$ cat src/rtl/delay_lane_cal.sv
// Delay-code calibration for a 4-lane skew-compensation stage: sweeps each lane's code
// until the training marker lands a fixed number of cycles after the undelayed strobe.
module delay_lane_cal #(
  parameter logic [15:0] MARKER  = 16'hA55A,
  parameter int unsigned TARGET  = 8,
  parameter int unsigned SETTLE  = 16,
  parameter int unsigned MATCHES = 4,
  parameter int unsigned TIMEOUT = 1024
) (
  input  logic        aclk,
  input  logic        areset,
  input  logic        start,
  input  logic [65:0] din,
  output logic [15:0] cfg,
  output logic        busy,
  output logic        done,
  output logic [3:0]  fail
);

  // state     | meaning
  // IDLE      | waiting for start after reset
  // SETTLE    | code just changed, letting the delay line refill
  // WAIT_STB  | waiting for a strobe, bounded by the timeout
  // CHECK     | counting down to the expected marker cycle
  // ADVANCE   | miss: step the code or give up on the lane
  // NEXT_LANE | lane finished, move on or finish
  // DONE      | results held until the next start
  typedef enum logic [2:0] {
    S_IDLE, S_SETTLE, S_WAIT_STB, S_CHECK, S_ADVANCE, S_NEXT_LANE, S_DONE
  } state_t;

  localparam logic [15:0] SETTLE_LD  = 16'(SETTLE - 1);
  localparam logic [15:0] TIMEOUT_LD = 16'(TIMEOUT);
  localparam logic [15:0] TARGET_LD  = 16'(TARGET - 1);
  localparam logic [3:0]  MATCH_N    = 4'(MATCHES);

  state_t      state_q, state_d;
  logic [15:0] tmr_q, tmr_d;
  logic [3:0]  hits_q, hits_d;
  logic [1:0]  lane_q, lane_d;
  logic [3:0]  code_q, code_d;
  logic [15:0] cfg_q, cfg_d;
  logic        busy_q, busy_d;
  logic        done_q, done_d;
  logic [3:0]  fail_q, fail_d;

  logic        strobe;
  logic [15:0] lane_word;
  logic [1:0]  lane_nx;

  assign strobe    = din[65] & din[64];
  assign lane_word = din[{lane_q, 4'b0000} +: 16];
  assign lane_nx   = lane_q + 2'd1;

  always_comb begin
    state_d = state_q;
    tmr_d   = tmr_q;
    hits_d  = hits_q;
    lane_d  = lane_q;
    code_d  = code_q;
    cfg_d   = cfg_q;
    busy_d  = busy_q;
    done_d  = done_q;
    fail_d  = fail_q;
    unique case (state_q)
      S_IDLE, S_DONE: begin
        if (start) begin
          lane_d  = 2'd0;
          code_d  = 4'd0;
          cfg_d   = 16'h0000;
          fail_d  = 4'h0;
          hits_d  = 4'd0;
          done_d  = 1'b0;
          busy_d  = 1'b1;
          tmr_d   = SETTLE_LD;
          state_d = S_SETTLE;
        end
      end
      S_SETTLE: begin
        if (tmr_q == 16'd0) begin
          tmr_d   = TIMEOUT_LD;
          state_d = S_WAIT_STB;
        end else begin
          tmr_d = tmr_q - 16'd1;
        end
      end
      S_WAIT_STB: begin
        if (strobe) begin
          tmr_d   = TARGET_LD;
          state_d = S_CHECK;
        end else if (tmr_q == 16'd0) begin
          state_d = S_ADVANCE;
        end else begin
          tmr_d = tmr_q - 16'd1;
        end
      end
      S_CHECK: begin
        // terminal count lands exactly TARGET cycles after the strobe
        if (tmr_q == 16'd0) begin
          if (din[64] && (lane_word == MARKER)) begin
            hits_d = hits_q + 4'd1;
            if (hits_q + 4'd1 == MATCH_N) begin
              state_d = S_NEXT_LANE;
            end else begin
              tmr_d   = TIMEOUT_LD;
              state_d = S_WAIT_STB;
            end
          end else begin
            state_d = S_ADVANCE;
          end
        end else begin
          tmr_d = tmr_q - 16'd1;
        end
      end
      S_ADVANCE: begin
        hits_d = 4'd0;
        if (code_q == 4'd15) begin
          fail_d[lane_q]               = 1'b1;
          cfg_d[{lane_q, 2'b00} +: 4] = 4'd0;
          state_d                      = S_NEXT_LANE;
        end else begin
          code_d                       = code_q + 4'd1;
          cfg_d[{lane_q, 2'b00} +: 4] = code_q + 4'd1;
          tmr_d                        = SETTLE_LD;
          state_d                      = S_SETTLE;
        end
      end
      S_NEXT_LANE: begin
        hits_d = 4'd0;
        if (lane_q == 2'd3) begin
          busy_d  = 1'b0;
          done_d  = 1'b1;
          state_d = S_DONE;
        end else begin
          lane_d                        = lane_nx;
          code_d                        = 4'd0;
          cfg_d[{lane_nx, 2'b00} +: 4] = 4'd0;
          tmr_d                         = SETTLE_LD;
          state_d                       = S_SETTLE;
        end
      end
      default: state_d = S_IDLE;
    endcase
  end

  always_ff @(posedge aclk or posedge areset) begin
    if (areset) begin
      state_q <= S_IDLE;
      tmr_q   <= 16'd0;
      hits_q  <= 4'd0;
      lane_q  <= 2'd0;
      code_q  <= 4'd0;
      cfg_q   <= 16'h0000;
      busy_q  <= 1'b0;
      done_q  <= 1'b0;
      fail_q  <= 4'h0;
    end else begin
      state_q <= state_d;
      tmr_q   <= tmr_d;
      hits_q  <= hits_d;
      lane_q  <= lane_d;
      code_q  <= code_d;
      cfg_q   <= cfg_d;
      busy_q  <= busy_d;
      done_q  <= done_d;
      fail_q  <= fail_d;
    end
  end

  assign cfg  = cfg_q;
  assign busy = busy_q;
  assign done = done_q;
  assign fail = fail_q;

endmodule

$ cat config.mk
export PLATFORM = sky130hd
export DESIGN_NAME = delay_lane_cal
export DESIGN_NICKNAME = d
export VERILOG_FILES = /design/src/rtl/delay_lane_cal.sv
export SDC_FILE = /design/constraint.sdc
export NUM_CORES = 1
export LEC_CHECK = 0
export ABC_AREA = 1
export CORE_ASPECT_RATIO = 0.75
export CORE_MARGIN = 5
export CORE_UTILIZATION = 55
export CTS_CLUSTER_DIAMETER = 50
export DETAILED_ROUTE_END_ITERATION = 10
export DONT_BUFFER_PORTS = 1
export GPL_TIMING_DRIVEN = 0
export HOLD_SLACK_MARGIN = 0.08
export PLACE_DENSITY = 0.7
export SLEW_MARGIN = 20
export SYNTH_ARGS = -nofsm -noshare
export SYNTH_HDL_FRONTEND = slang
export SYNTH_SLANG_ARGS = --single-unit
$ cat constraint.sdc
create_clock -name aclk -period 4 [get_ports aclk]
set_input_delay 0.8 -clock aclk [delete_from_list [all_inputs] [get_ports aclk]]
set_output_delay 0.8 -clock aclk [all_outputs]
set_load 0.01 [all_outputs]
# --- Word-level counts from Yosys, hierarchy flattened ---
# Cells that the tools add are included.
op_classes:
  div: 0
  n_mul: 0
  reduce_logical: 19
  n_eq_ne: 22
  order_cmp: 2
  shifts: 6
  mux: 47
  bitwise: 2
  addsub: 6
op_table:
  columns: ["operator", "n"]
  rows:
  - ["16-bit two-way mux", 12]
  - ["16-bit one-hot mux with 6 select lines", 1]
  - ["66-bit by 7-bit indexed part select with 16-bit output", 1]
  - ["16-bit bitwise mux", 3]
  - ["16-bit one-hot mux with 3 select lines", 1]
  - ["4-bit by 6-bit variable shift with 16-bit output, first input constant", 2]
  - ["4-bit by 6-bit indexed part select with 16-bit output, first input constant", 2]
  - ["3-bit two-way mux", 9]
  - ["4-bit two-way mux", 6]
  - ["4-bit one-hot mux with 3 select lines", 2]
  - ["3-bit one-hot mux with 6 select lines", 1]
  - ["16-bit equality test, second input constant", 1]
  - ["16-bit logical NOT", 1]
  - ["2-bit != test, second input constant", 8]
  - ["4-bit by 6-bit indexed part select with 16-bit output", 1]
  - ["16-bit by 1-bit subtractor with 16-bit output, second input constant", 1]
  - ["3-bit != test, second input constant", 4]
  - ["4-bit negation with 6-bit output", 2]
  - ["3-bit AND reduction", 4]
  - ["4-bit AND reduction", 3]
  - ["3-bit equality test, second input constant", 3]
  - ["4-bit by 1-bit adder with 4-bit output, second input constant", 2]
  - ["4-bit one-hot mux with 2 select lines", 1]
  - ["7-bit AND reduction", 1]
  - ["other kinds (21)", 32]
word_totals:
  out_inout_bits: 22
  wordCells: 113
  ff_bits: 51
  inputBits: 69
  romBits: 0
  latchBits: 0
  memories: 0
  ram_bits: 0

# --- Logic depth before layout (Yosys ltp) ---
# Gate-level depths: netlist (run 1).
logic_depth:
  ltp_word: 7
  depth_mapped: 15
  ltp_nobuf: 14

# --- Worst setup path after synthesis (run 1) ---
# Ideal clock, no wire load.
synth_path:
  kind: "input-to-reg"
  from: "in din[43]"
  to: "reg tmr_q[10]"
  cell_stages: 14
  path_buffers: 1
  slack_ps: 1898
  required_ps: 3883
  arrival_ps: 1986
  setup_ps: 117
  cell_sequence: "or2_2 -> nor2_1 -> nand3b_1 -> nand3_1 -> nand2_1 -> inv_1 -> nand2_1 -> nand2_1 -> nand2_2 -> nand2_4 -> nand2_4 -> buf_6 -> nand2_1 -> nand2_1"
synth_via:
  elab_chain_cells: 5
synth_rtl:
  columns: ["item", "line_no", "rtl"]
  rows:
  - ["start: declaration", "13", "input logic [65:0] din,"]
  - ["66-bit by 7-bit indexed part select with 16-bit output", "52", "assign lane_word = din[{lane_q, 4'b0000} +: 16];"]
  - ["16-bit equality test", "100", "if (din[64] && (lane_word == MARKER)) begin"]
  - ["1-bit logical AND", "100", null]
  - ["3-bit != test (no line)", null, null]
  - ["7-bit AND reduction (no line)", null, null]
  - ["end signal: assignment", "159", "tmr_q <= tmr_d;"]
  - ["end: declaration", "38", "logic [15:0] tmr_q, tmr_d;"]
# Every way passes these cells.
# A chain may end at the register's enable or synchronous reset.

# --- Final worst setup path (run 1) ---
layout_path:
  from: "reg tmr_q[7]"
  to: "reg tmr_q[14]"
layout_via:
  elab_chain_cells: 4
  word_cells_on_any_way: 11
  cone_classes: "add/sub: 1; eq/ne: 3; mux: 5; reduce/logical: 2"
layout_rtl:
  columns: ["item", "line_no", "rtl"]
  rows:
  - ["16-bit by 1-bit subtractor with 16-bit output", "84, 94, 112", null]
  - ["16-bit two-way mux", "91", "end else if (tmr_q == 16'd0) begin"]
  - ["16-bit two-way mux", "88", "if (strobe) begin"]
  - ["16-bit one-hot mux with 6 select lines", "65", "unique case (state_q)"]
# Parallel ways exist; a longest one is shown, timed or not. The select of a mux whose other input is x is not followed.

==> results.yml, run 1 <==
clock_tree:
  cts_tree: "yes"
  numCtsBuffers: 5
  clk_latency_ns: 0.31
  hold_buffers: 0
  post-cts-setup-buffers: 0
  clk_pin_slew_ns: 0.11
  clock_path_buffers: 2
  h-tree-depth: 2
  cts_resized: 0
  cts-root-buf: "clkbuf_8"
  cts_sinks: 51
worst_setup_path:
  setup.worst_path.start: "tmr_q[7]"
  reg2reg_to: "tmr_q[14]"
  worstPathRequired_ns: 4.21
  crit_type: "flop to flop"
  crit_fanout: 8
  r2r_cells: 10
  critPathLaunchType: "flop"
  r2r-start: "tmr_q[7]"
  crit_path_end_kind: "flop"
  crit_arrival_ns: 2.36
  endpoint: "tmr_q[14]"
  ff2ff_setup_slack_ns: 1.84
sta:
  fin_crit_ns: 2.16
  setup_tns_ns: 0
  period_share_pct: 53.9
  maxSlewHeadroom_pct: 59.0
  setup_viol: 0
  rsz0062_at_grt: "false"
  fmax_ghz: 0.464
  worst_pin_slew_ns: 0.614
  hold_viol_final: 0
  fin_skew_ns: 0.0130
  fin_hold_ws_ns: 0.439
  slew_viol_final: 0
routing:
  post_drt_wl_per_cell_um: 14.7
  remaining_drc_errors: 0
  totalWireLength_um: 8190
  drtPass1Iterations: 5
  drtIter0Drc: 148
  routed_via_density: 5.53
  drtAntennaViolNets: 0
  dr_total_vias: 3077
synth:
  ys_async_sr_fraction_pct: 100
  synth_area_sq_um: 3310
  ys_dominant_reg_cell: "dfrtp_1"
  ys_warn_count: 0
  synth_cells: 469
  syn_nets: 546
  synth-seq-area-share_pct: 38.5
  syn_area_per_cell_sq_um: 7.07
  ys_seq_elements: 51
  yosysUniqueCellTypes: 35
  synth_edf_count: 0
grt:
  grt_pass1_wl_um: 13700
  track_usage_pct: 21.6
  grt_pass1_vias: 2950
  antenna_found_initial: 0
  grt-ovfl-total: 0
  grt_max_degree: 28
layout:
  regArea_sq_um: 1280
  nNetsFinal: 554
  multi_input_area_sq_um: 1720
  drive_gt1_share_pct: 8.58
  fillers: 530
  diodes: 0
  areaGrowthSynthToFinish_pct: 6.68
  final_util_pct: 60.7
floorplanning:
  pin_count: 91
  dieWidth_um: 99.6
  core_area_sq_um: 5830
  dieArea_sq_um: 7700
  rows: 24
  initial_core_util_pct: 56.9
  fp.dieH_um: 77.2
power:
  power_leakage_nw: 1.81
  power_density_nw_per_um2: 663
  irDropWorstVdd_uv: 311
placement:
  port-buffer-count: 0
  gp_congestion: 0.874
  hpwlAfterDp_um: 6530
worst_hold_path:
  hold_path_class: "input pin to asynchronous set/reset pin"
outcome:
  status: "finished, final reports clean"
run:
  maxCapViolCount: 0
-- flip-flops by register name, indices dropped and copies added, names as in the netlist --
name	flops
done	1
tmr_q	16
state_q	3
cfg	16
hits_q	4
busy	1
fail	4
code_q	4
lane_q	2
-- cell type report --
cell class / count / share of cell area, %
multi-input cells: 342 / 48.7
flip-flops and latches: 51 / 36.1
inverters: 70 / 7.50
well taps: 78 / 2.76
clock buffers: 5 / 1.95
plain buffers: 6 / 1.42
clock inverters: 3 / 0.778
repair buffers: 1 / 0.778
-- layout by cell type, fill, tap and decap left out, drive strengths merged, types with 5 or more instances in the layout --
| master | n |
|---|---|
| a21oi | 14 |
| buf | 7 |
| clkbuf | 5 |
| dfrtp | 51 |
| ha | 8 |
| inv | 72 |
| nand2 | 128 |
| nand3 | 43 |
| nand4 | 8 |
| nor2 | 64 |
| nor3 | 10 |
| o21ai | 35 |
| xnor2 | 6 |
| xor2 | 8 |
-- worst min path at each step --
| stage | to | slack (ns) | cells past startpoint |
|---|---|---|---|
| after floorplan | tmr_q[3] | 0.46 | 2 |
| after global placement | tmr_q[3] | 0.49 | 2 |
| after detailed placement | hits_q[3] | 0.50 | 2 |
| after CTS | code_q[1] | 0.45 | 1 |
| after global routing | cfg[2] | 0.47 | 1 |
| final | code_q[1] | 0.44 | 1 |
-- stage by stage --
| stage | instances | area, sq um | total power [W] | setup slack [ns] |
|---|---|---|---|---|
| after floorplan | 469 | 3310 | 0.00171 | 1.90 |
| after global placement | 547 | 3410 | 0.00197 | 1.42 |
| after detailed placement | 548 | 3440 | 0.00201 | 1.73 |
| after CTS | 556 | 3540 | 0.00234 | 1.88 |
| after global routing | 556 | 3540 | 0.00256 | 1.66 |
| final | 556 | 3540 | 0.00234 | 1.84 |
-- per-layer routing --
metal | up-vias | routed length [um] | track usage (%)
met5 | - | 0 | 0
met4 | 0 | 34 | 3.14
met3 | 4 | 758 | 5.44
met2 | 142 | 3640 | 34.0
met1 | 1415 | 3760 | 30.5
li1 | 1516 | - | -
-- cells by family (layout without fill, tap and decap cells) --
kind of cell    count (synthesis)  count (layout)  synth area share (%)
simple gates                  264             264                  36.1
buf+inv                        76              85                  9.51
compound gates                 56              56                  9.17
flops                          51              51                  38.5
xor+xnor                       14              14                  3.70
fa+ha+maj                       8               8                  3.02
-- synth_stat cells (3+ instances only) --
cell type	count	area [sq um]
nand2_1	124	465
a21oi_1	13	65.1
nand2_4	3	33.8
buf_4	3	22.5
nor2_4	3	33.8
dfrtp_1	51	1280
o31ai_1	3	22.5
xor2_1	8	70.1
ha_1	8	100
nor3_1	8	40.0
nor2_1	57	214
xnor2_1	6	52.6
inv_1	63	236
nand3_1	43	215
o21ai_0	34	170
nand4_1	8	50.1
inv_2	6	22.5
nor2_2	4	25.0
-- report_power, final --
part	internal, W	total (W)	switching [W]	leakage (nW)
logic	0.000395	0.00123	0.000836	1.08
registers	0.000639	0.000793	0.000154	0.688
clock network	0.000130	0.000319	0.000189	0.0467
total	0.00116	0.00234	0.00118	1.81
-- critical path, stage by stage, from the launching register on --
cell     delay, ns
dfrtp_1       0.43
nor2_1        0.21
nand2_1       0.15
nor2_1        0.20
nand4_1       0.21
nand2_1       0.16
nand2_1       0.17
inv_1         0.29
nor2_1        0.10
nand3_1       0.09
nand2_1       0.05
Note: power is estimated with default switching activity, not from simulation.
==> inputs of run 2 (changes only) <==
--- a/config.mk
+++ b/config.mk
@@ -14,7 +14,7 @@
 export DONT_BUFFER_PORTS = 1
 export GPL_TIMING_DRIVEN = 0
 export HOLD_SLACK_MARGIN = 0.08
-export PLACE_DENSITY = 0.7
+export PLACE_DENSITY = 0.73
 export SLEW_MARGIN = 20
 export SYNTH_ARGS = -nofsm -noshare
 export SYNTH_HDL_FRONTEND = slang
==> constraint.sdc (replaced) <==
create_clock -name aclk -period 1.95 [get_ports aclk]
set_input_delay 0.39 -clock aclk [delete_from_list [all_inputs] [get_ports aclk]]
set_output_delay 0.39 -clock aclk [all_outputs]
set_load 0.01 [all_outputs]
==> results.yml, run 2 (synthesis gave the netlist of run 1 again) <==
floorplanning:
  rows: 24
  pin_count: 91
  dieArea_sq_um: 7700
  initial_core_util_pct: 56.9
  core_area_sq_um: 5830
  dieWidth_um: 99.6
  fp.dieH_um: 77.2
sta:
  rsz0062_at_grt: "true"
  period_share_pct: 96.8
  fin_skew_ns: 0.0121
  layout_setup_ws_ns: 0.0618
  fin_hold_ws_ns: 0.412
  slew_viol_final: 0
  fin_crit_ns: 1.89
  hold_viol_final: 0
  setup_viol: 0
  fmax_ghz: 0.530
  maxSlewHeadroom_pct: 62.5
  worst_pin_slew_ns: 0.558
placement:
  gp_congestion: 0.889
  port-buffer-count: 0
  dp_slack_ns: -0.186
  hpwlAfterDp_um: 6450
power:
  irDropWorstVdd_uv: 556
  p_total_w: 0.00575
  power_density_nw_per_um2: 1460
  power_leakage_nw: 1.95
worst_setup_path:
  crit_fanout: 6
  crit_type: "flop to flop"
  critPathLaunchType: "flop"
  crit_path_end_kind: "flop"
  ff2ff_setup_slack_ns: 0.06
  worstPathRequired_ns: 2.15
  crit_arrival_ns: 2.09
routing:
  dr_total_vias: 3232
  post_drt_wl_per_cell_um: 15.3
  drtAntennaViolNets: 0
  routed_via_density: 5.57
  drtPass1Iterations: 5
  remaining_drc_errors: 0
  totalWireLength_um: 8890
  drtIter0Drc: 318
clock_tree:
  clk_pin_slew_ns: 0.10
  cts_tree: "yes"
  clk_latency_ns: 0.31
  cts-root-buf: "clkbuf_8"
  cts_sinks: 51
  numCtsBuffers: 5
  clock_path_buffers: 2
  h-tree-depth: 2
grt:
  grt_pass1_vias: 2979
  grt-ovfl-total: 0
  grt_pass1_wl_um: 13700
  track_usage_pct: 22.1
  antenna_found_initial: 0
  grt_max_degree: 29
layout:
  multi_input_area_sq_um: 1880
  areaGrowthSynthToFinish_pct: 19.1
  fillers: 479
  final_cell_mix: "nand2_1, inv_1, nor2_1"
  nNetsFinal: 578
  drive_gt1_share_pct: 19.5
  regArea_sq_um: 1280
  final_common_cell: "nand2_1"
  diodes: 0
run:
  maxCapViolCount: 0
worst_hold_path:
  hold_path_class: "input pin to flop"
outcome:
  status: "finished, final reports clean"
[run 2: cell count changes in the layout (fill, tap and decap cells not counted), moves of 3 or more]
cell	before	now
nand3_1	43	40
dfrtp_1	51	45
nor2_4	3	8
nand3_2	0	3
inv_2	7	10
nor2_2	4	10
inv_1	62	58
nor2_1	57	46
nand2_1	124	120
dfrtp_2	0	6
buf_4	3	24
[run 2: path summary, 6_finish.rpt]
kind | end | depth (start not counted) | start
max in group asynchronous | tmr_q[10] | 3 | areset
min reg2reg | hits_q[3] | 2 | hits_q[3]
max reg2reg | tmr_q[1] | 11 | code_q[0]
min in group asynchronous | cfg[8] | 2 | areset
max | tmr_q[1] | 11 | code_q[0]
min | state_q[1] | 5 | start
[run 2: layout make-up]
class                           instances  share of cell area [%]
Multi-Input combinational cell        342                    47.6
Buffer                                  6                    1.46
Clock inverter                          3                    1.71
Tap cell                               78                    2.47
Sequential cell                        51                    32.5
Timing Repair Buffer                   25                    5.58
Inverter                               70                    6.91
Clock buffer                            5                    1.74
[run 2: stage by stage]
stage | util, % | cells | setup TNS, ns | instance area [sq um]
floorplan | - | 469 | 0 | 3310
global placement | 58.6 | 547 | -13.57 | 3410
detailed placement | 58.9 | 548 | -1.98 | 3430
CTS | 62.7 | 562 | 0 | 3650
global route | 67.7 | 580 | -0.597 | 3950
finish | 67.7 | 580 | 0 | 3950
[run 2: critical path, cell delays in order, from the launching register on]
cell	delay, ns
dfrtp_2	0.46
ha_1	0.24
nand2_1	0.11
nor2_4	0.06
inv_1	0.12
o21ai_2	0.09
nor3_4	0.18
buf_4	0.18
nand2_8	0.07
clkbuf_16	0.16
nand2_1	0.05
nand2_1	0.05
[run 2: repair_timing]
item | in CTS | in global routing
setup buffers | 5 | 17
cloned | 0 | 1
endpoints found under the hold margin | 23 | 0
gates resized for setup | 10 | 41
endpoints found under the setup margin | 20 | 43
pin swaps | 3 | 16
hold buffers | 1 | 0
[run 2: power breakdown]
group	internal (W)	leakage [nW]	total [W]	switching [W]
combinational	0.00122	1.21	0.00321	0.00200
sequential	0.00132	0.679	0.00166	0.000342
clock	0.000512	0.0644	0.000877	0.000365
total	0.00305	1.95	0.00575	0.00270
[run 2: metal layers]
metal / part of all wire [%] / track usage, % / vias to the layer above
met2: 47 / 34.2 / 165
li1: - / - / 1560
met3: 8.3 / 4.90 / 11
met1: 44 / 30.9 / 1496
met4: 1.2 / 6.28 / 0
met5: 0 / 0 / -
